File: src/rtl/fine_scroll_delay_ctrl.sv
// Fine-scroll control master for the 6-bit pixel delay line.
// Holds a CPU-programmed fine-scroll value and commits it only on blank
// edges, so the delay tap never moves mid-line.
// Optional feature macro: RASTER_SPLIT_EN. When it is defined, a per-line
// split table with override logic is mapped at addr 4..11.
module fine_scroll_delay_ctrl #(
    parameter int SPLITS = 4,
    parameter int LINE_W = 8
) (
    input  logic              clk_i,
    input  logic              reset_i,
    input  logic              wr_i,
    input  logic [3:0]        addr_i,
    input  logic [7:0]        wdata_i,
    output logic [7:0]        rdata_o,
    input  logic              hblank_i,
    input  logic              vblank_i,
    input  logic [LINE_W-1:0] line_i,
    output logic [1:0]        sel_o,
    output logic              delay_o,
    output logic              pending_o
);

    // Fine values above 4 are not representable on the delay line.
    function automatic logic [2:0] clamp_v(input logic [2:0] w);
        return (w > 3'd4) ? 3'd4 : w;
    endfunction

    // Map v to {delay, sel}: 0..3 pick a tap, 4 adds the extra stage.
    function automatic logic [2:0] encode_v(input logic [2:0] v);
        return (v == 3'd4) ? 3'b1_11 : {1'b0, v[1:0]};
    endfunction

    logic       hblank_q, vblank_q;
    logic [2:0] pend_val_q, pend_val_d;
    logic       mode_q, mode_d;
    logic       pending_q, pending_d;
    logic [2:0] base_q, base_d;
    logic [1:0] sel_q, sel_d;
    logic       delay_q, delay_d;
    logic [2:0] applied_q, applied_d;
    logic       ov_active;

    wire hb_rise = hblank_i & ~hblank_q;
    wire vb_rise = vblank_i & ~vblank_q;

`ifdef RASTER_SPLIT_EN
    logic [LINE_W-1:0] spl_line_q [SPLITS];
    logic [LINE_W-1:0] spl_line_d [SPLITS];
    logic [2:0]        spl_val_q  [SPLITS];
    logic [2:0]        spl_val_d  [SPLITS];
    logic              spl_en_q   [SPLITS];
    logic              spl_en_d   [SPLITS];
    logic              ov_q, ov_d;
    logic [2:0]        ov_val_q, ov_val_d;
    logic              unused_wbits;

    assign unused_wbits = ^wdata_i[6:4];
    assign ov_active    = ov_q;
`else
    logic unused_inputs;

    assign unused_inputs = ^{wdata_i[7:4], line_i};
    assign ov_active     = 1'b0;
`endif

    // Edge processing (vblank before hblank), then the CPU write lands on top.
    always_comb begin
        pend_val_d = pend_val_q;
        mode_d     = mode_q;
        pending_d  = pending_q;
        base_d     = base_q;
        sel_d      = sel_q;
        delay_d    = delay_q;
        applied_d  = applied_q;
`ifdef RASTER_SPLIT_EN
        spl_line_d = spl_line_q;
        spl_val_d  = spl_val_q;
        spl_en_d   = spl_en_q;
        ov_d       = ov_q;
        ov_val_d   = ov_val_q;
`endif
        if (vb_rise) begin
`ifdef RASTER_SPLIT_EN
            ov_d = 1'b0;
`endif
            if (pending_q && mode_q) begin
                base_d    = pend_val_q;
                pending_d = 1'b0;
            end
        end
        if (hb_rise) begin
            if (pending_q && !mode_q) begin
                base_d    = pend_val_q;
                pending_d = 1'b0;
            end
`ifdef RASTER_SPLIT_EN
            // Descending scan so the lowest matching index is the one kept.
            if (!vblank_i) begin
                for (int k = SPLITS - 1; k >= 0; k--) begin
                    if (spl_en_q[k] && (spl_line_q[k] == line_i)) begin
                        ov_d     = 1'b1;
                        ov_val_d = spl_val_q[k];
                    end
                end
            end
`endif
        end
        if (hb_rise || vb_rise) begin
`ifdef RASTER_SPLIT_EN
            applied_d = ov_d ? ov_val_d : base_d;
`else
            applied_d = base_d;
`endif
            {delay_d, sel_d} = encode_v(applied_d);
        end
        if (wr_i) begin
            if (addr_i == 4'd0) begin
                pend_val_d = clamp_v(wdata_i[2:0]);
                mode_d     = wdata_i[3];
                pending_d  = 1'b1;
            end
`ifdef RASTER_SPLIT_EN
            for (int k = 0; k < SPLITS; k++) begin
                if (addr_i == 4'(4 + k)) begin
                    spl_line_d[k] = LINE_W'(wdata_i);
                end
                if (addr_i == 4'(8 + k)) begin
                    spl_val_d[k] = clamp_v(wdata_i[2:0]);
                    spl_en_d[k]  = wdata_i[7];
                end
            end
`endif
        end
    end

    // State registers; reset discards any uncommitted write and the split table.
    always_ff @(posedge clk_i) begin
        if (reset_i) begin
            hblank_q   <= 1'b0;
            vblank_q   <= 1'b0;
            pend_val_q <= 3'd0;
            mode_q     <= 1'b0;
            pending_q  <= 1'b0;
            base_q     <= 3'd0;
            sel_q      <= 2'd0;
            delay_q    <= 1'b0;
            applied_q  <= 3'd0;
`ifdef RASTER_SPLIT_EN
            ov_q       <= 1'b0;
            ov_val_q   <= 3'd0;
            for (int k = 0; k < SPLITS; k++) begin
                spl_line_q[k] <= '0;
                spl_val_q[k]  <= 3'd0;
                spl_en_q[k]   <= 1'b0;
            end
`endif
        end else begin
            hblank_q   <= hblank_i;
            vblank_q   <= vblank_i;
            pend_val_q <= pend_val_d;
            mode_q     <= mode_d;
            pending_q  <= pending_d;
            base_q     <= base_d;
            sel_q      <= sel_d;
            delay_q    <= delay_d;
            applied_q  <= applied_d;
`ifdef RASTER_SPLIT_EN
            ov_q       <= ov_d;
            ov_val_q   <= ov_val_d;
            spl_line_q <= spl_line_d;
            spl_val_q  <= spl_val_d;
            spl_en_q   <= spl_en_d;
`endif
        end
    end

    // Combinational register readback.
    always_comb begin
        rdata_o = 8'h00;
        if (addr_i == 4'd0) begin
            rdata_o = {4'b0, mode_q, pend_val_q};
        end else if (addr_i == 4'd1) begin
            rdata_o = {pending_q, ov_active, 3'b0, applied_q};
        end
`ifdef RASTER_SPLIT_EN
        for (int k = 0; k < SPLITS; k++) begin
            if (addr_i == 4'(4 + k)) begin
                rdata_o = 8'(spl_line_q[k]);
            end
            if (addr_i == 4'(8 + k)) begin
                rdata_o = {spl_en_q[k], 4'b0, spl_val_q[k]};
            end
        end
`endif
    end

    assign sel_o     = sel_q;
    assign delay_o   = delay_q;
    assign pending_o = pending_q;

endmodule

File: config.mk
export PLATFORM = sky130hd
export DESIGN_NAME = fine_scroll_delay_ctrl
export DESIGN_NICKNAME = d
export VERILOG_FILES = /design/src/rtl/fine_scroll_delay_ctrl.sv
export SDC_FILE = /design/constraint.sdc
export NUM_CORES = 1
export LEC_CHECK = 0
export CAP_MARGIN = 30
export CORE_ASPECT_RATIO = 0.6
export CORE_UTILIZATION = 36
export DETAILED_ROUTE_END_ITERATION = 8
export PLACE_DENSITY = 0.77
export SLEW_MARGIN = 20
export SYNTH_ARGS = -nofsm -noshare
export SYNTH_HDL_FRONTEND = slang
export SYNTH_SLANG_ARGS = --single-unit
File: constraint.sdc
create_clock -name clk_i -period 1.4 [get_ports clk_i]
set_input_delay 0.35 -clock clk_i [delete_from_list [all_inputs] [get_ports clk_i]]
set_output_delay 0.35 -clock clk_i [all_outputs]
set_load 0.01 [all_outputs]
==> results of run 1 <==
==> sequential cells by signal, summed over array words and instances, names as in the netlist, 2 cells and up <==
signal / count
applied_q: 3
base_q: 3
pend_val_q: 3
sel_o: 2
==> cells in the final DEF (no fill, tap or decap), types with 4 or more instances in the layout <==
master           count
buf_2                7
buf_4               13
clkdlybuf4s50_1      6
dfxtp_1             13
dlygate4sd2_1        5
inv_1                4
mux2i_1              5
nor2_1              17
==> Yosys cell counts (2+ instances only) <==
cell type,number,area share
nor3_1,2,0.013
buf_4,4,0.038
nor2_1,17,0.081
or3b_2,2,0.022
dfxtp_1,16,0.41
nor4_1,2,0.016
inv_1,4,0.019
nand2_1,3,0.014
mux2i_1,8,0.10
a21oi_1,5,0.032
a211oi_1,3,0.029
and3_2,2,0.019
==> stage by stage <==
step / utilization / hold slack, ns / instances
after floorplan: - / 0.465 / 88
after global routing: 0.633 / 0.527 / 150
after CTS: 0.601 / 0.505 / 150
final: 0.633 / 0.527 / 150
after detailed placement: 0.569 / 0.494 / 145
after global placement: 0.569 / 0.486 / 145
==> repair_timing <==
item,CTS,global route
gates cloned,0,0
pin swaps,11,2
setup endpoints to repair,22,14
setup buffers,1,0
resized for setup,54,17
==> power groups by stage <==
| stage | clock [mW] | sequential (mW) | combinational [mW] |
|---|---|---|---|
| after CTS | 0.310 | 0.480 | 0.148 |
| after detailed placement | 0 | 0.490 | 0.147 |
| after floorplan | 0 | 0.491 | 0.0713 |
| after global routing | 0.333 | 0.482 | 0.176 |
| after global placement | 0 | 0.488 | 0.144 |
| final | 0.305 | 0.480 | 0.164 |
==> worst paths after layout <==
kind / start / end / slack, ns / depth (start not counted)
min: sel_o[1] / sel_o[1] / 0.53 / 2
max: addr_i[2] / rdata_o[3] / -0.13 / 4
max reg2reg: pend_val_q[1] / delay_o / -0.01 / 4
min reg2reg: sel_o[1] / sel_o[1] / 0.53 / 2
==> critical path: cells and delay by family <==
family,cells,cell delay (ns)
AND/OR/NAND/NOR,2,0.57
buffers and inverters,2,0.25
==> metal layers <==
metal  wire length (um)  vias up
met1                963      336
met5                  0        -
li1                   -      365
met4                  8        0
met3                118        2
met2               1050       26
==> final cells by class <==
type	count	area, um^2	area share
clock buffer	4	36.3	0.0294
inverter	4	15.0	0.0122
timing repair buffer	37	315	0.255
tap	28	35.0	0.0284
multi-input combinational	61	509	0.412
sequential	16	324	0.262
==> cell families after synthesis <==
group	after synthesis	share of synthesized area
AND/OR/NAND/NOR	39	0.285
AO/OA/AOI/OAI	11	0.108
multiplexers	8	0.102
other	1	0.00477
flip-flops	16	0.408
buffers and inverters	11	0.0923
==> results_dict.tcl, run 1 <==
set metrics [dict create \
    syn_inst 86 \
    cts_root_buf "clkbuf_4" \
    drc 0 \
    met1_usage 0.251 \
    dieHeight_um 38.2 \
    hold_buffers 0 \
    syn_to_final_growth_pct 57.2 \
    clock_skew_ns 0.00254 \
    finish.net_count 148 \
    synth_area_um2 786 \
    irDropWorstVdd_mv 0.504 \
    synth_cell_types 30 \
    crit_slowest_cell "or3_4" \
    gp_congestion 0.871 \
    gr-usage-met2 0.376 \
    gr-total-overflow 0 \
    async_flop_share 0 \
    timing.final.crit_share 1.09 \
    p_int_uw 719 \
    viasPerCell 4.86 \
    p_per_area_nw_per_um2 769 \
    yosysWarningCount 0 \
    period_minus_slack_ns 1.53 \
    ys.flop_type "dfxtp_1" \
    routedWlPerCell_um 14.2 \
    required_ns 1.05 \
    first_pass_iters 4 \
    die_area_um2 2380 \
    criticalPathCategory "primary input to primary output" \
    switching_share 0.243 \
    pin_count 37 \
    antenna_left 0 \
    clkLatencyLatePin_ns 0.29 \
    setup_tns_ns -0.208 \
    maxCapViolCount 0 \
    cts_tree "yes" \
    leakage_nw 0.530 \
    timing.fmax_mhz 653 \
    buffer_ports.inserted 21 \
    grt_max_degree 12 \
    htreeDepth 1 \
    power_frac_comb 0.173 \
    pwr-share-seq 0.506 \
    rsz0062_at_grt "true" \
    synth_edf_count 0 \
    placedInstanceArea_um2 1110 \
    setup-violations-final 5 \
    slowest_delay_ns 0.40 \
    antennaDiodeCount 0 \
    arrival_ns 1.18 \
    clk_pin_slew_ns 0.09 \
    grt_busiest_layer "met2" \
    finish.instance_area_um2 1230 \
    path_max_fanout 4 \
    grt_pass1_wl_mm 3.52 \
    slew_violations 0 \
    ys_ff_latch 16 \
    drive_gt1_frac 0.451 \
    vias 729 \
    met3_usage 0.0536 \
    dpl.hpwl_mm 1.52 \
    cp-start-kind "primary input" \
    setup_ws_ns -0.132 \
    hold_violations 0 \
    total_power_uw 949 \
    nFillCells 164 \
    hp-class "register to register" \
    rows 12 \
    status "finished, violations left" \
    cts_buffer_depth 2 \
    grt_pass1_vias 719 \
    core_area_um2 1950 \
    drt_iter0_drc 22 \
    grt_use_total 0.207 \
    antenna_found_initial 0 \
    finalWirelength_mm 2.14 \
    switching_power_uw 231 \
    pre_cts_ws_ns -0.945 \
    violations "setup timing" \
    synth_seq_area_share 0.408 \
    synth_area_per_cell_um2 9.14 \
    start_util 0.403 \
    path_cells "buf_6 -> or3_4 -> nor3b_2 -> buf_2" \
    chipWidth_um 62.3 \
    cts_buffers 3 \
    clkPwrFrac 0.322 \
    clock-sinks 16 \
    cp-end-kind "primary output" \
]
No activity file was read; power rests on OpenSTA's default activity.
==> inputs of run 2 (changes only) <==
TNS_END_PERCENT = 5   (was default)
==> run 2 against run 1 <==
Against the previous run:
- the run still ends with setup timing left
- critical path depth unchanged
- critical path type unchanged
- sequential cell count is the same
- worst hold slack got worse by 0.097 ns
- highest routed layer unchanged
- critical endpoint unchanged
- maximum frequency grew 0.62%
==> results_dict.tcl, run 2 (same netlist as run 1, synthesis figures left out) <==
set metrics [dict create \
    arrival_ns 1.17 \
    critPathBufInv 2 \
    reg2reg_slack_ns -0.02 \
    buffer_ports.inserted 21 \
    finalWirelength_mm 1.95 \
    path_max_fanout 4 \
    fin_util 0.596 \
    multi_input_area_um2 457 \
    cts_tree "yes" \
    chipWidth_um 62.3 \
    clock_skew_ns 0.000982 \
    routedWlPerCell_um 13.1 \
    slowest_delay_ns 0.40 \
    first_pass_iters 4 \
    clock-sinks 16 \
    gp_congestion 0.871 \
    timing.fmax_mhz 657 \
    layout_common_cells "nor2_1 (17), dfxtp_1 (15), buf_4 (13)" \
    start_util 0.403 \
    grt_use_total 0.195 \
    antenna_found_initial 0 \
    nFillCells 173 \
    setup-violations-final 8 \
    irDropWorstVdd_mv 0.496 \
    slew_violations 0 \
    reg.largest.list "applied_q: 3 flops, base_q: 3 flops, pend_val_q: 3 flops" \
    setup_ws_ns -0.122 \
    grt_max_degree 12 \
    p_per_area_nw_per_um2 796 \
    hp-class "primary input to register" \
    path_cells "buf_6 -> or3_4 -> nor3b_2 -> buf_2" \
    clk_pin_slew_ns 0.09 \
    seq_area_um2 322 \
    cts_buffer_depth 2 \
    layout_commonest_cell "nor2_1" \
    drc 0 \
    drive_gt1_frac 0.380 \
    criticalPathCategory "primary input to primary output" \
    dpl.hpwl_mm 1.52 \
    rsz0062_at_grt "true" \
    maxCapViolCount 0 \
    pin_count 37 \
    violations "setup timing" \
    cts_buffers 3 \
    grt_pass1_wl_mm 3.35 \
    total_power_uw 925 \
    cp-end-kind "primary output" \
    finish.net_count 147 \
    cts_setup_buffers 0 \
    timing.final.crit_share 1.09 \
    cp-start-kind "primary input" \
    drt_iter0_drc 32 \
    antenna_left 0 \
    fin_cells 149 \
    dp_cells 145 \
    dieHeight_um 38.2 \
    grt_pass1_vias 708 \
    required_ns 1.05 \
    antennaDiodeCount 0 \
    cts_root_buf "clkbuf_4" \
    clkLatencyLatePin_ns 0.28 \
    die_area_um2 2380 \
    placedInstanceArea_um2 1110 \
    hold_violations 0 \
    viasPerCell 4.93 \
    finish.instance_area_um2 1160 \
    period_minus_slack_ns 1.52 \
    status "finished, violations left" \
    core_area_um2 1950 \
    crit_slowest_cell "or3_4" \
    hold_buffers 0 \
    htreeDepth 1 \
    leakage_nw 0.519 \
    crit_family "simple AND/OR/NAND/NOR gates" \
    rows 12 \
    vias 735 \
    syn_to_final_growth_pct 47.9 \
    gr-total-overflow 0 \
    setup_tns_ns -0.253 \
]
==> run 2: repair_timing <==
item	CTS	global route
gates resized for setup	47	7
pin swaps	5	6
setup endpoints to repair	22	16
cloned	0	0
==> run 2: cell type report <==
cell class                      count  area share
Tap cell                           28      0.0301
Clock buffer                        4      0.0312
Multi-Input combinational cell     61       0.393
Timing Repair Buffer               36       0.256
Inverter                            4      0.0129
Sequential cell                    16       0.277
==> run 2: stage by stage <==
| stage | hold WS [ns] | setup WS [ns] |
|---|---|---|
| floorplan | 0.465 | 0.0239 |
| global placement | 0.486 | -0.892 |
| detailed placement | 0.494 | -0.945 |
| CTS | 0.506 | -0.168 |
| global route | 0.427 | -0.157 |
| finish | 0.430 | -0.122 |
==> run 2: metal layers <==
metal / vias to the layer above / global-route usage / wire length (um)
met5: - / 0 / 0
met4: 0 / 0.0581 / 8
met3: 2 / 0.0536 / 141
met2: 24 / 0.327 / 919
met1: 344 / 0.250 / 882
li1: 365 / - / -
==> run 2: path summary, 6_finish.rpt <==
path,end,from,cells past startpoint
worst max-delay path,rdata_o[3],addr_i[2],4
worst min-delay path,hblank_q,hblank_i,4
worst max register to register,applied_q[0],mode_q,5
worst min register to register,sel_o[1],sel_o[1],2
==> run 2: worst min-delay path: stages <==
cell and delay (ns):
dlymetal6s2s_1 0.13, inv_1 0.07, buf_4 0.10, nor2_1 0.03
==> run 2: power breakdown <==
part | total [mW] | internal, mW | leakage [nW] | switching [mW]
Combinational | 0.145 | 0.0818 | 0.367 | 0.0634
Clock | 0.301 | 0.158 | 0.0210 | 0.143
Sequential | 0.479 | 0.470 | 0.131 | 0.00909
